===== config.mk =====
export PLATFORM = sky130hd
export DESIGN_NAME = uart_tx_ctrl_flat
export DESIGN_NICKNAME = d
export VERILOG_FILES = /design/src/rtl/uart_tx_pkg.sv /design/src/rtl/uart_tx_ctrl_if.sv /design/src/rtl/uart_tx_serializer.sv /design/src/rtl/uart_tx_ctrl.sv /design/src/flat_wrapper.sv
export SDC_FILE = /design/constraint.sdc
export NUM_CORES = 1
export LEC_CHECK = 0
export CAP_MARGIN = 20
export CORE_UTILIZATION = 50
export DETAILED_ROUTE_END_ITERATION = 10
export PLACE_DENSITY_LB_ADDON = 0.12
export REMOVE_ABC_BUFFERS = 1
export SETUP_SLACK_MARGIN = 0.02
export SLEW_MARGIN = 15
export SYNTH_ARGS = -nofsm -noshare
export SYNTH_HDL_FRONTEND = slang
export SYNTH_HIERARCHICAL = 1
export SYNTH_SLANG_ARGS = --single-unit

===== constraint.sdc =====
create_clock -name clk_i -period 2.65 [get_ports clk_i]
set_input_delay 0.265 -clock clk_i [delete_from_list [all_inputs] [get_ports clk_i]]
set_output_delay 0.265 -clock clk_i [all_outputs]
set_load 0.01 [all_outputs]

===== src/rtl/uart_tx_pkg.sv =====
// rtl/uart_tx_pkg.sv - shared state encoding and line levels for the UART TX frame controller
// Purpose: one definition of the frame FSM states and the serial line levels,
//          used by uart_tx_ctrl and its testbench.
// Ports:   none (package).
package uart_tx_pkg;

   localparam int STATE_W = 3;

   typedef enum logic [STATE_W-1:0] {
      IDLE   = 3'd0,
      START  = 3'd1,
      DATA   = 3'd2,
      PARITY = 3'd3,
      STOP   = 3'd4
   } tx_state_e;

   localparam logic IDLE_LEVEL  = 1'b1;
   localparam logic START_LEVEL = 1'b0;
   localparam logic STOP_LEVEL  = 1'b1;

endpackage


===== src/rtl/uart_tx_ctrl_if.sv =====
// rtl/uart_tx_ctrl_if.sv - byte handshake and serial line bundle for the UART TX frame controller
// Purpose: groups the upstream byte handshake and the TX line outputs.
// Signals: P_Data     parallel byte to send
//          Data_Valid P_Data valid (taken only while Busy=0)
//          Par_En     frame carries a parity bit (sampled at acceptance)
//          Par_bit    registered parity bit from the parity calculator
//          TX_OUT     serial line, idle high
//          Busy       frame in progress
// Modports: master = upstream/driver side, slave = uart_tx_ctrl.
interface uart_tx_ctrl_if #(
   parameter int Data_Width = 8
) ();

   logic [Data_Width-1:0] P_Data;
   logic                  Data_Valid;
   logic                  Par_En;
   logic                  Par_bit;
   logic                  TX_OUT;
   logic                  Busy;

   modport master (
      output P_Data, Data_Valid, Par_En, Par_bit,
      input  TX_OUT, Busy
   );

   modport slave (
      input  P_Data, Data_Valid, Par_En, Par_bit,
      output TX_OUT, Busy
   );

endinterface


===== src/rtl/uart_tx_serializer.sv =====
// rtl/uart_tx_serializer.sv - data shift register and bit counter for the UART TX frame controller
// Purpose: holds the accepted byte, presents it LSB first and counts data bits.
// Ports:   clk_i       clock
//          rst_ni      asynchronous active-low reset
//          load_i      latch data_i and clear the bit counter
//          data_i      byte to latch
//          shift_i     shift right by one (ser_data_o is the bit shifted out)
//          cnt_en_i    advance the bit counter
//          ser_data_o  current LSB of the shift register
//          ser_done_o  counter is on the last data bit
module uart_tx_serializer #(
   parameter int Data_Width = 8
) (
   input  logic                  clk_i,
   input  logic                  rst_ni,
   input  logic                  load_i,
   input  logic [Data_Width-1:0] data_i,
   input  logic                  shift_i,
   input  logic                  cnt_en_i,
   output logic                  ser_data_o,
   output logic                  ser_done_o
);

   localparam int CNT_W = $clog2(Data_Width);
   localparam logic [CNT_W-1:0] CNT_LAST = CNT_W'(Data_Width - 1);

   logic [Data_Width-1:0] shift_q, shift_d;
   logic [CNT_W-1:0]      cnt_q, cnt_d;

   assign ser_data_o = shift_q[0];
   assign ser_done_o = (cnt_q == CNT_LAST);

   always_comb begin
      shift_d = shift_q;
      cnt_d   = cnt_q;
      if (load_i) begin
         shift_d = data_i;
         cnt_d   = '0;
      end else begin
         if (shift_i) begin
            shift_d = {1'b0, shift_q[Data_Width-1:1]};
         end
         // Holding at the last index keeps power-of-two widths from wrapping.
         if (cnt_en_i && !ser_done_o) begin
            cnt_d = cnt_q + CNT_W'(1);
         end
      end
   end

   always_ff @(posedge clk_i or negedge rst_ni) begin
      if (!rst_ni) begin
         shift_q <= '0;
         cnt_q   <= '0;
      end else begin
         shift_q <= shift_d;
         cnt_q   <= cnt_d;
      end
   end

endmodule


===== src/rtl/uart_tx_ctrl.sv =====
// rtl/uart_tx_ctrl.sv - UART TX frame controller: start, LSB-first data, optional parity, stop
// Purpose: accepts a byte when idle and drives one frame on the serial line.
//          Optional Tx_Done_o pulse is built only with UART_TX_DONE_EN defined.
// Ports:   clk_i      clock, one bit time per cycle
//          rst_ni     asynchronous active-low reset
//          tx_if      uart_tx_ctrl_if.slave (P_Data, Data_Valid, Par_En, Par_bit in;
//                     TX_OUT, Busy out)
//          Tx_Done_o  one-cycle pulse during the stop bit (UART_TX_DONE_EN only)
module uart_tx_ctrl
   import uart_tx_pkg::*;
#(
   parameter int Data_Width = 8
) (
   input  logic          clk_i,
   input  logic          rst_ni,
   uart_tx_ctrl_if.slave tx_if
`ifdef UART_TX_DONE_EN
   ,
   output logic          Tx_Done_o
`endif
);

   tx_state_e state_q, state_d;
   logic      tx_q, tx_d;
   logic      busy_q, busy_d;
   logic      par_en_q, par_en_d;
   logic      accept;
   logic      shift_en;
   logic      cnt_en;
   logic      ser_data;
   logic      ser_done;

   assign accept = (state_q == IDLE) && tx_if.Data_Valid && !busy_q;

   // Shifting on every edge that lands in DATA means the pre-shift LSB is
   // exactly the bit registered onto the line for the coming cycle.
   assign shift_en = (state_d == DATA);
   assign cnt_en   = (state_q == DATA);

   uart_tx_serializer #(
      .Data_Width (Data_Width)
   ) u_ser (
      .clk_i      (clk_i),
      .rst_ni     (rst_ni),
      .load_i     (accept),
      .data_i     (tx_if.P_Data),
      .shift_i    (shift_en),
      .cnt_en_i   (cnt_en),
      .ser_data_o (ser_data),
      .ser_done_o (ser_done)
   );

   always_comb begin
      state_d  = state_q;
      par_en_d = par_en_q;
      case (state_q)
         IDLE: begin
            if (accept) begin
               state_d  = START;
               par_en_d = tx_if.Par_En;
            end
         end
         START:   state_d = DATA;
         DATA: begin
            if (ser_done) begin
               state_d = par_en_q ? PARITY : STOP;
            end
         end
         PARITY:  state_d = STOP;
         STOP:    state_d = IDLE;
         default: state_d = IDLE;
      endcase

      // Outputs decode the next state so the registered line matches the state register.
      tx_d   = IDLE_LEVEL;
      busy_d = 1'b1;
      case (state_d)
         IDLE:    busy_d = 1'b0;
         START:   tx_d   = START_LEVEL;
         DATA:    tx_d   = ser_data;
         PARITY:  tx_d   = tx_if.Par_bit;
         STOP:    tx_d   = STOP_LEVEL;
         default: busy_d = 1'b0;
      endcase
   end

   always_ff @(posedge clk_i or negedge rst_ni) begin
      if (!rst_ni) begin
         state_q  <= IDLE;
         tx_q     <= IDLE_LEVEL;
         busy_q   <= 1'b0;
         par_en_q <= 1'b0;
      end else begin
         state_q  <= state_d;
         tx_q     <= tx_d;
         busy_q   <= busy_d;
         par_en_q <= par_en_d;
      end
   end

   assign tx_if.TX_OUT = tx_q;
   assign tx_if.Busy   = busy_q;

`ifdef UART_TX_DONE_EN
   logic done_q;

   always_ff @(posedge clk_i or negedge rst_ni) begin
      if (!rst_ni) begin
         done_q <= 1'b0;
      end else begin
         done_q <= (state_d == STOP);
      end
   end

   assign Tx_Done_o = done_q;
`endif

endmodule

===== src/flat_wrapper.sv =====
// flat-port wrapper written by rule: the top's interface ports become plain ports
module uart_tx_ctrl_flat import uart_tx_pkg::*;
#(
   parameter int Data_Width = 8
)
  (clk_i, rst_ni, tx_if_P_Data, tx_if_Data_Valid, tx_if_Par_En, tx_if_Par_bit, tx_if_TX_OUT, tx_if_Busy);
  uart_tx_ctrl_if #(.Data_Width(Data_Width)) tx_if_i ();
  input  logic clk_i;
  input  logic rst_ni;
  input wire logic [$bits(tx_if_i.P_Data)-1:0] tx_if_P_Data;
  input wire logic [$bits(tx_if_i.Data_Valid)-1:0] tx_if_Data_Valid;
  input wire logic [$bits(tx_if_i.Par_En)-1:0] tx_if_Par_En;
  input wire logic [$bits(tx_if_i.Par_bit)-1:0] tx_if_Par_bit;
  output wire logic [$bits(tx_if_i.TX_OUT)-1:0] tx_if_TX_OUT;
  output wire logic [$bits(tx_if_i.Busy)-1:0] tx_if_Busy;
  assign tx_if_i.P_Data = tx_if_P_Data;
  assign tx_if_i.Data_Valid = tx_if_Data_Valid;
  assign tx_if_i.Par_En = tx_if_Par_En;
  assign tx_if_i.Par_bit = tx_if_Par_bit;
  assign tx_if_TX_OUT = tx_if_i.TX_OUT;
  assign tx_if_Busy = tx_if_i.Busy;
  uart_tx_ctrl #(.Data_Width(Data_Width)) u_core (.clk_i(clk_i), .rst_ni(rst_ni), .tx_if(tx_if_i));
endmodule

After elaboration in Yosys (flattened, before gate mapping)
Cells that the tools add are included.
Cells by class
  $add $sub $neg: 1
  eq/ne operators: 8
  muxes and demuxes: 10
  reduce and logical (&&, ||, !) cells: 10
Operators with widths (number)
  8-bit 2-to-1 mux: 2
  3-bit 2-to-1 mux: 5
  3-bit by 2-bit == test with 1-bit output, second input constant: 4
  3-bit one-hot mux with 4 select lines: 1
  3-bit by 1-bit == test with 1-bit output, second input constant: 2
  3-bit == test, second input constant: 2
  2-bit nonzero test: 2
  4-bit OR reduction: 1
  3-bit by 1-bit adder with 3-bit output, second input constant: 1
  1-bit logical AND: 3
  3-bit zero test: 1
  1-bit one-hot mux with 3 select lines: 1
  1-bit zero test: 2
  2-bit AND reduction: 1
  1-bit 2-to-1 mux: 1
Word-level totals
  register bits after elaboration: 17
  input port bits: 13
  output and inout port bits: 2
  word-level logic and storage cells: 35

Depth between registers and ports, before layout
Gate-level depths: netlist of run 1.
  word-level depth: 8
  depth in mapped cells: 9
  depth with buffers taken out: 8

By module
Netlist of run 1, hierarchy kept.
By module, submodules not included
  uart_tx_serializer: times used 1, cells an instance 47, area each 530.5 sq um, seq. area each 275.3 sq um
  uart_tx_ctrl: times used 1, cells an instance 27, area each 320.3 sq um, seq. area each 151.4 sq um

Worst setup path before layout of run 1
Ideal clock, no wire load.
  path kind: register to register
  start point: register u_core.u_ser.cnt_q[0]
  end point: register u_core.u_ser.shift_q[0]
  arrival: 1739 ps
  required time: 2528 ps
  slack: 789 ps
  stages on the path, launching flop included: 10
  path buffers: 1
  period minus slack after synthesis: 1861 ps
  path through: dfrtp_1 -> ha_1 -> ha_1 -> nor2b_1 -> o21a_1 -> nor2_1 -> and2_1 -> buf_6 -> mux2i_1 -> o21ai_1
Between the ends
  longest elaborated chain between the ends: 5
Ends and longest elaborated chain
  from (decl): RTL line uart_tx_serializer.sv:28  | logic [CNT_W-1:0] cnt_q, cnt_d;
  from (signal assigned): RTL line uart_tx_serializer.sv:56  | cnt_q <= cnt_d;
  3-bit == test: RTL line uart_tx_serializer.sv:31  | assign ser_done_o = (cnt_q == CNT_LAST);
  net u_core.ser_done: RTL line uart_tx_ctrl.sv:31  | logic ser_done;
  3-bit 2-to-1 mux: RTL line uart_tx_ctrl.sv:65  | if (ser_done) begin
  3-bit one-hot mux with 4 select lines: RTL line uart_tx_ctrl.sv:56  | case (state_q)
  net u_core.state_d[1]: RTL line uart_tx_ctrl.sv:23  | tx_state_e state_q, state_d;
  3-bit by 2-bit == test with 1-bit output: RTL line uart_tx_ctrl.sv:37  | assign shift_en = (state_d == DATA);
  net u_core.shift_en: RTL line uart_tx_ctrl.sv:28  | logic shift_en;
  2-bit nonzero test (no source line)
  to (signal assigned): RTL line uart_tx_serializer.sv:55  | shift_q <= shift_d;
  to (decl): RTL line uart_tx_serializer.sv:27  | logic [Data_Width-1:0] shift_q, shift_d;
The timed path passes the listed nets, and every way through them passes these cells.
A chain may end at the register's enable or synchronous reset.

Final worst setup path of run 1
  start point: register u_core.u_ser.cnt_q[0]
  end point: register u_core.u_ser.shift_q[5]
The elaborated chain is that of the path after synthesis.

==> results of run 1 <==
## state kept, by name, summed over array words and instances, names as in the netlist
| name | flops |
|---|---|
| u_core/par_en_q | 1 |
| u_core/state_q | 3 |
| u_core/tx_if.Busy | 1 |
| u_core/tx_if.TX_OUT | 1 |
| u_core/u_ser/cnt_q | 3 |
| u_core/u_ser/shift_q | 8 |
## layout make-up
class                   instances  area [sq um]
multi-input cells              53           390
clock buffers                   4          26.3
fillers                       142           534
inverters                       1          3.75
flip-flops and latches         17           427
repair buffers                 14           140
well taps                      16          20.0
## metrics by stage
step | util | cells
after CTS | 0.653 | 105
after detailed placement | 0.636 | 101
after global placement | 0.636 | 101
after floorplan | - | 71
after global routing | 0.653 | 105
final | 0.653 | 105
## synth_stat cells
cell type	count	area [sq um]
mux2i_1	9	90.1
nand2b_1	3	18.8
buf_4	1	7.51
a2bb2oi_2	1	15.0
mux2_4	1	15.0
nor3b_2	1	12.5
and3_4	1	11.3
ha_1	2	25.0
nand2b_4	2	27.5
nor2_1	8	30.0
a31oi_4	1	21.3
and2_1	1	6.26
o21bai_1	1	7.51
nor2b_1	1	6.26
o21ai_1	8	40.0
buf_6	2	22.5
dfstp_2	1	26.3
nand2_1	8	30.0
dfrtp_1	16	400
o21a_1	1	7.51
inv_1	1	3.75
o21ai_0	1	5.00
xor2_1	1	8.76
nor2_2	2	12.5
## power groups by stage
stage | registers, uW | logic, uW | clock network, uW
floorplan | 458 | 398 | 0
global placement | 464 | 504 | 0
detailed placement | 468 | 522 | 0
CTS | 464 | 523 | 141
global route | 477 | 579 | 151
finish | 463 | 514 | 136
## cell families (layout without fill, tap and decap cells)
kind of cell / after synthesis / in the layout / synth area share
AO/OA/AOI/OAI: 13 / 13 / 0.113
XOR/XNOR: 1 / 1 / 0.0103
adder cells (fa/ha/maj): 2 / 2 / 0.0294
buffers and inverters: 4 / 19 / 0.0397
flip-flops: 17 / 17 / 0.501
multiplexers: 10 / 10 / 0.124
AND/OR/NAND/NOR: 27 / 27 / 0.182
## routing by layer
layer / track usage / vias to the layer above / share of wire
met1: 0.223 / 256 / 0.49
met5: 0 / - / 0
met3: 0.0255 / 0 / 0.030
li1: - / 282 / -
met2: 0.275 / 10 / 0.48
met4: 0.0727 / 0 / 0
## worst paths after layout
check                                                   from                                   to  slack, ps  depth (start not counted)
max                        u_core/u_ser/cnt_q[0]$_DFFE_PN0P_  u_core/u_ser/shift_q[5]$_DFFE_PN0P_        460                          8
min                                                   rst_ni          u_core/tx_if.Busy$_DFF_PN0_        410                          1
max reg2reg                u_core/u_ser/cnt_q[0]$_DFFE_PN0P_  u_core/u_ser/shift_q[5]$_DFFE_PN0P_        460                          8
min reg2reg                u_core/u_ser/cnt_q[1]$_DFFE_PN0P_    u_core/u_ser/cnt_q[1]$_DFFE_PN0P_        540                          2
max in group asynchronous                             rst_ni    u_core/u_ser/cnt_q[1]$_DFFE_PN0P_       1780                          1
min in group clk_i                           tx_if_P_Data[2]  u_core/u_ser/shift_q[2]$_DFFE_PN0P_        520                          3
## critical path: cells and delay by family, from the launching register on
family                   cells  cell delay [ps]
AO/OA/AOI/OAI                2              290
adder cells (fa/ha/maj)      2              450
flip-flops                   1              400
multiplexers                 1              270
AND/OR/NAND/NOR              3              680
==> results.md, run 1 <==
* Path type of the worst min-delay path: input port to asynchronous set/reset pin
* WL/cell at 12.6 um
* Hold Fails Final Rpt at 0
* Peak supply drop at 0.581 mV
* Sequential share of the synthesized area at 0.501
* Hold Slack at 412 ps
* Worst-Skew Late Latency at approximately 280 ps
* DRT iter0 DRCs at 3
* Sequential share of power at 0.416
* IO buf count at 14
* Core Rows at 14
* Fmax achieved at approximately 460 MHz
* Setup_tns at 0 ps
* Final min period at 2190 ps
* P_int at 704 uW
* Syn Inst Count at 74
* Area Overhead vs Synth at 18.4%
* Remaining global-route overflow at 0
* Routed wire length at 1.32 mm
* Die footprint at 0.00187 sq mm
* Initial antenna violation count at 0
* TritonCTS clock tree: built
* Setup ws final at ~460 ps
* Final Cycle Share at 0.825
* Overall Global Routing Usage at 0.169
* Critical path arrival at roughly 2400 ps
* Unrepaired setup endpoints after global routing: false
* I/O pins at 15
* Die H at between 40 and 50 um
* Sw Pwr at 409 uW
* Vias in the first global route at 563
* Nets at 105
* ANT nets after route at 0
* Die Wd at between 40 and 50 um
* Clock input transition at the sequential cells of the worst setup and hold paths at 100 ps
* Critical Path RT at 2820 ps
* Post-CTS Hold Buffers at 0
* Critical path capture point type: register
* Final Max Tran Viols at 0
* ANT cells at 0
* Design Area, Final at 0.00101 sq mm
* Layout cells sized above 1 at 0.146
* Commonest non-fill, non-tap cells in the layout: dfrtp_1, clkdlybuf4s50_1, mux2i_1
* Pwr Density at approximately 1100 mW/mm^2
* Yosys warns at 6
* Cell Area, Placed at 981 sq um
* First-pass DRT Iterations at 3
* Layout Skew at 3.21 ps
* Initial core utilization at 0.552
* CP Launch Type: register
* Pwr Total at 1110 uW
* Post-Syn Area at 851 sq um
* Critical setup path kind: register to register
* Post-synth cell types at 24
* Lkg Pwr at between 0.0004 and 0.0005 uW
* Crit path largest cell delay at roughly 410 ps
* Sw frac at 0.367
* Setup Buffers After CTS at 0
* Slowest library cell on the worst path: and2_1
* Clock power frac at 0.122
* Max Cap Viol at 0
* GP Congestion at 0.699
* First-pass GRT wire length at roughly 2.3 mm
* Post-route DRC at 0
* Dpl hpwl at 980 um
* Vias at 548
* H-Tree Depth at 1
* Worst-margin pin slew at 737 ps
* FF+latch count, synth at 17
* Post-CTS resize count at 0
* Final setup viols at 0
* Avg Inst Size Synth at approximately 11 sq um
* Most common cell after layout, fill and taps aside: dfrtp_1
* Place WS at roughly 480 ps
* Clock Path Buffers at 2
* Worst rel slew slack at 0.507
* CTS Root Cell: clkbuf_4
* Crit-path cells: ha_1 -> ha_1 -> nor2b_1 -> o21a_1 -> nor2_1 -> and2_1 -> mux2i_1 -> o21ai_1
* CP dominant cell by count: ha_1
* Core footprint at 0.00154 sq mm
* CP Max Fanout at 8
* Gate power share at 0.462
* Cts bufs inserted at 3
* Outcome: finished clean
* Via/cell ratio at roughly 5.2
* Clock Sinks at 17
* Largest net degree at the start of global routing at 23
Power figures use the tool's default switching activity.
==> run 2, diff against run 1 <==
Settings changed: CORE_UTILIZATION 50 to 45.
Clock period 2.65 ns to 1.9 ns, I/O delays scaled along.
==> results.md, run 2 (synthesis results as in run 1) <==
* Remaining global-route overflow at 0 (unchanged)
* Clock power frac at 0.108 (-0.014)
* CP Max Fanout at 4 (-4)
* Layout Skew at 2.00 ps (-1.21 ps)
* Die footprint at 0.00207 sq mm (+11%)
* Pwr Total at 1770 uW (+59%)
* Lkg Pwr at 0.000497 uW (+11%)
* Max Cap Viol at 0 (unchanged)
* Routed wire length at 1.58 mm (+19%)
* WL/cell at 12.7 um (+1.1%)
* Core Rows at 15 (+1)
* Critical Path RT at 2070 ps (-750 ps)
* Die Wd at 45.5 um (+5.2%)
* Final Cycle Share at 0.969 (+0.145)
* Sequential share of power at 0.375 (-0.041)
* Clock input transition at the sequential cells of the worst setup and hold paths at 100 ps (about the same)
* Overall Global Routing Usage at 0.179 (+0.00999)
* Post-Place Cells at 117 (+16%)
* Dpl hpwl at 1.07 mm (+9.3%)
* Cts bufs inserted at 3 (unchanged)
* Reg-to-Reg End: u_core/u_ser/shift_q[0]$_DFFE_PN0P_
* Final min period at 1840 ps (-344 ps)
* Most common cell after layout, fill and taps aside: dfrtp_1
* Hold Fails Final Rpt at 0 (unchanged)
* CTS Root Cell: clkbuf_4
* Critical setup path kind: register to register
* ANT nets after route at 0 (unchanged)
* Clock Path Buffers at 2 (unchanged)
* Area Overhead vs Synth at 32.6%
* Critical path capture point type: register
* ANT cells at 0 (unchanged)
* Largest net degree at the start of global routing at 22 (-4.3%)
* R2R Path Start: u_core/u_ser/cnt_q[1]$_DFFE_PN0P_
* Biggest register: u_core/u_ser/shift_q
* Critical path arrival at 2020 ps (-340 ps)
* Commonest non-fill, non-tap cells in the layout: dfrtp_1, clkdlybuf4s50_1, mux2i_1
* Vias in the first global route at 600 (+6.6%)
* Final setup viols at 0 (unchanged)
* H-Tree Depth at 1 (unchanged)
* Die H at 45.5 um (+5.2%)
* P_int at 1130 uW (+61%)
* Fmax achieved at 543 MHz (+19%)
* Core footprint at 0.00175 sq mm (+13%)
* TritonCTS clock tree: built
* First-pass GRT wire length at 2.58 mm (+11%)
* Worst-margin pin slew at 247 ps (-490 ps)
* Worst rel slew slack at 0.835 (+0.328)
* CP Launch Type: register
* Nets at 115 (+9.5%)
* R2r setup slk at 60 ps (-410 ps)
* Peak supply drop at 0.928 mV (+60%)
* Max reg flops at 8 (unchanged)
* Final Max Tran Viols at 0 (unchanged)
* Unrepaired setup endpoints after global routing: true
* Sw frac at 0.360 (-0.00683)
* Vias at 593 (+8.2%)
* Gate power share at 0.517 (+0.055)
* Post-route DRC at 0 (unchanged)
* Initial antenna violation count at 0 (unchanged)
* R2r worst-path depth at 9 (+1)
* Pwr Density at 1570 mW/mm^2 (+42%)
* First-pass DRT Iterations at 2 (-1)
* Via/cell ratio at 4.78 (-8.4%)
* DRT iter0 DRCs at 4 (+1)
* IO buf count at 14 (unchanged)
* Path type of the worst min-delay path: input port to asynchronous set/reset pin
* Initial core utilization at 0.487 (-0.0645)
* Clock Sinks at 17 (unchanged)
* Layout cells sized above 1 at 0.283 (+0.137)
* Outcome: finished clean
* Final non-filler cell total at 124 (+18%)
* Worst-Skew Late Latency at 280 ps (about the same)
* GP Congestion at 0.787 (+13%)
* Post-CTS Hold Buffers at 0 (unchanged)
* Sw Pwr at 637 uW (+56%)
* I/O pins at 15 (unchanged)
* Largest regs: u_core/u_ser/shift_q x8, u_core/state_q x3, u_core/u_ser/cnt_q x3
-- run 2: cell types whose count changed in the layout (fill, tap and decap cells not counted) --
cell     before  now
nor2_1        8    7
nor2b_1       1    0
ha_2          0    1
ha_1          2    0
buf_6         0    2
and2_1        1    0
and2_4        0    1
buf_4         0    8
ha_4          0    1
nor2_2        2    3
nor2b_4       0    1
-- run 2: worst max-delay path by stage --
stage                                 startpoint                             endpoint
2_1_floorplan  u_core/u_ser/cnt_q[0]$_DFFE_PN0P_  u_core/u_ser/shift_q[0]$_DFFE_PN0P_
3_5_place_dp   u_core/u_ser/cnt_q[0]$_DFFE_PN0P_  u_core/u_ser/shift_q[0]$_DFFE_PN0P_
4_1_cts        u_core/u_ser/cnt_q[1]$_DFFE_PN0P_  u_core/u_ser/shift_q[0]$_DFFE_PN0P_
3_3_place_gp   u_core/u_ser/cnt_q[0]$_DFFE_PN0P_  u_core/u_ser/shift_q[2]$_DFFE_PN0P_
5_1_grt        u_core/u_ser/cnt_q[0]$_DFFE_PN0P_  u_core/u_ser/shift_q[0]$_DFFE_PN0P_
6_report       u_core/u_ser/cnt_q[1]$_DFFE_PN0P_  u_core/u_ser/shift_q[0]$_DFFE_PN0P_
-- run 2: power groups by stage --
stage | combinational (uW) | sequential (uW) | clock, uW
final | 914 | 662 | 191
after CTS | 889 | 656 | 200
after detailed placement | 817 | 657 | 0
after global placement | 798 | 651 | 0
after global routing | 1010 | 684 | 216
after floorplan | 555 | 639 | 0
-- run 2: metrics by stage --
step	TNS, ps	cell area (sq um)	util	setup slack, ps	hold WS [ps]
4_1_cts	0	1100	0.633	26.2	221
2_1_floorplan	-591	821	-	-84.4	-106
5_1_grt	-69.6	1130	0.647	-33.2	229
6_report	0	1130	0.647	58.0	226
3_3_place_gp	0	1040	0.599	35.2	517
3_5_place_dp	-78.3	1040	0.599	-49.7	523
-- run 2: critical path: stages (launching register included) --
cell,delay [ps]
dfrtp_1,390
ha_2,200
ha_4,150
nor2b_4,120
o21a_1,200
nor2_2,100
and2_4,160
buf_6,110
mux2i_1,200
o21ai_1,90
-- run 2: cell type report --
type,instances,area [sq um]
fill,144,617
inverter,1,3.75
clock buffer,4,26.3
timing repair buffer,24,223
tap,25,31.3
sequential,17,427
multi-input combinational,53,418
-- run 2: routing by layer --
layer,global-route usage,part of all wire,routed length (um),up-vias
met1,0.244,0.50,786,282
met2,0.269,0.47,746,10
li1,-,-,-,299
met4,0.0909,0.0057,9,0
met5,0,0,0,-
met3,0.0357,0.022,34,2
-- run 2: timing repair --
action,CTS,global route
buffers inserted,2,1
pin swaps,4,2
endpoints found under the setup margin,7,7
gates resized for setup,6,3
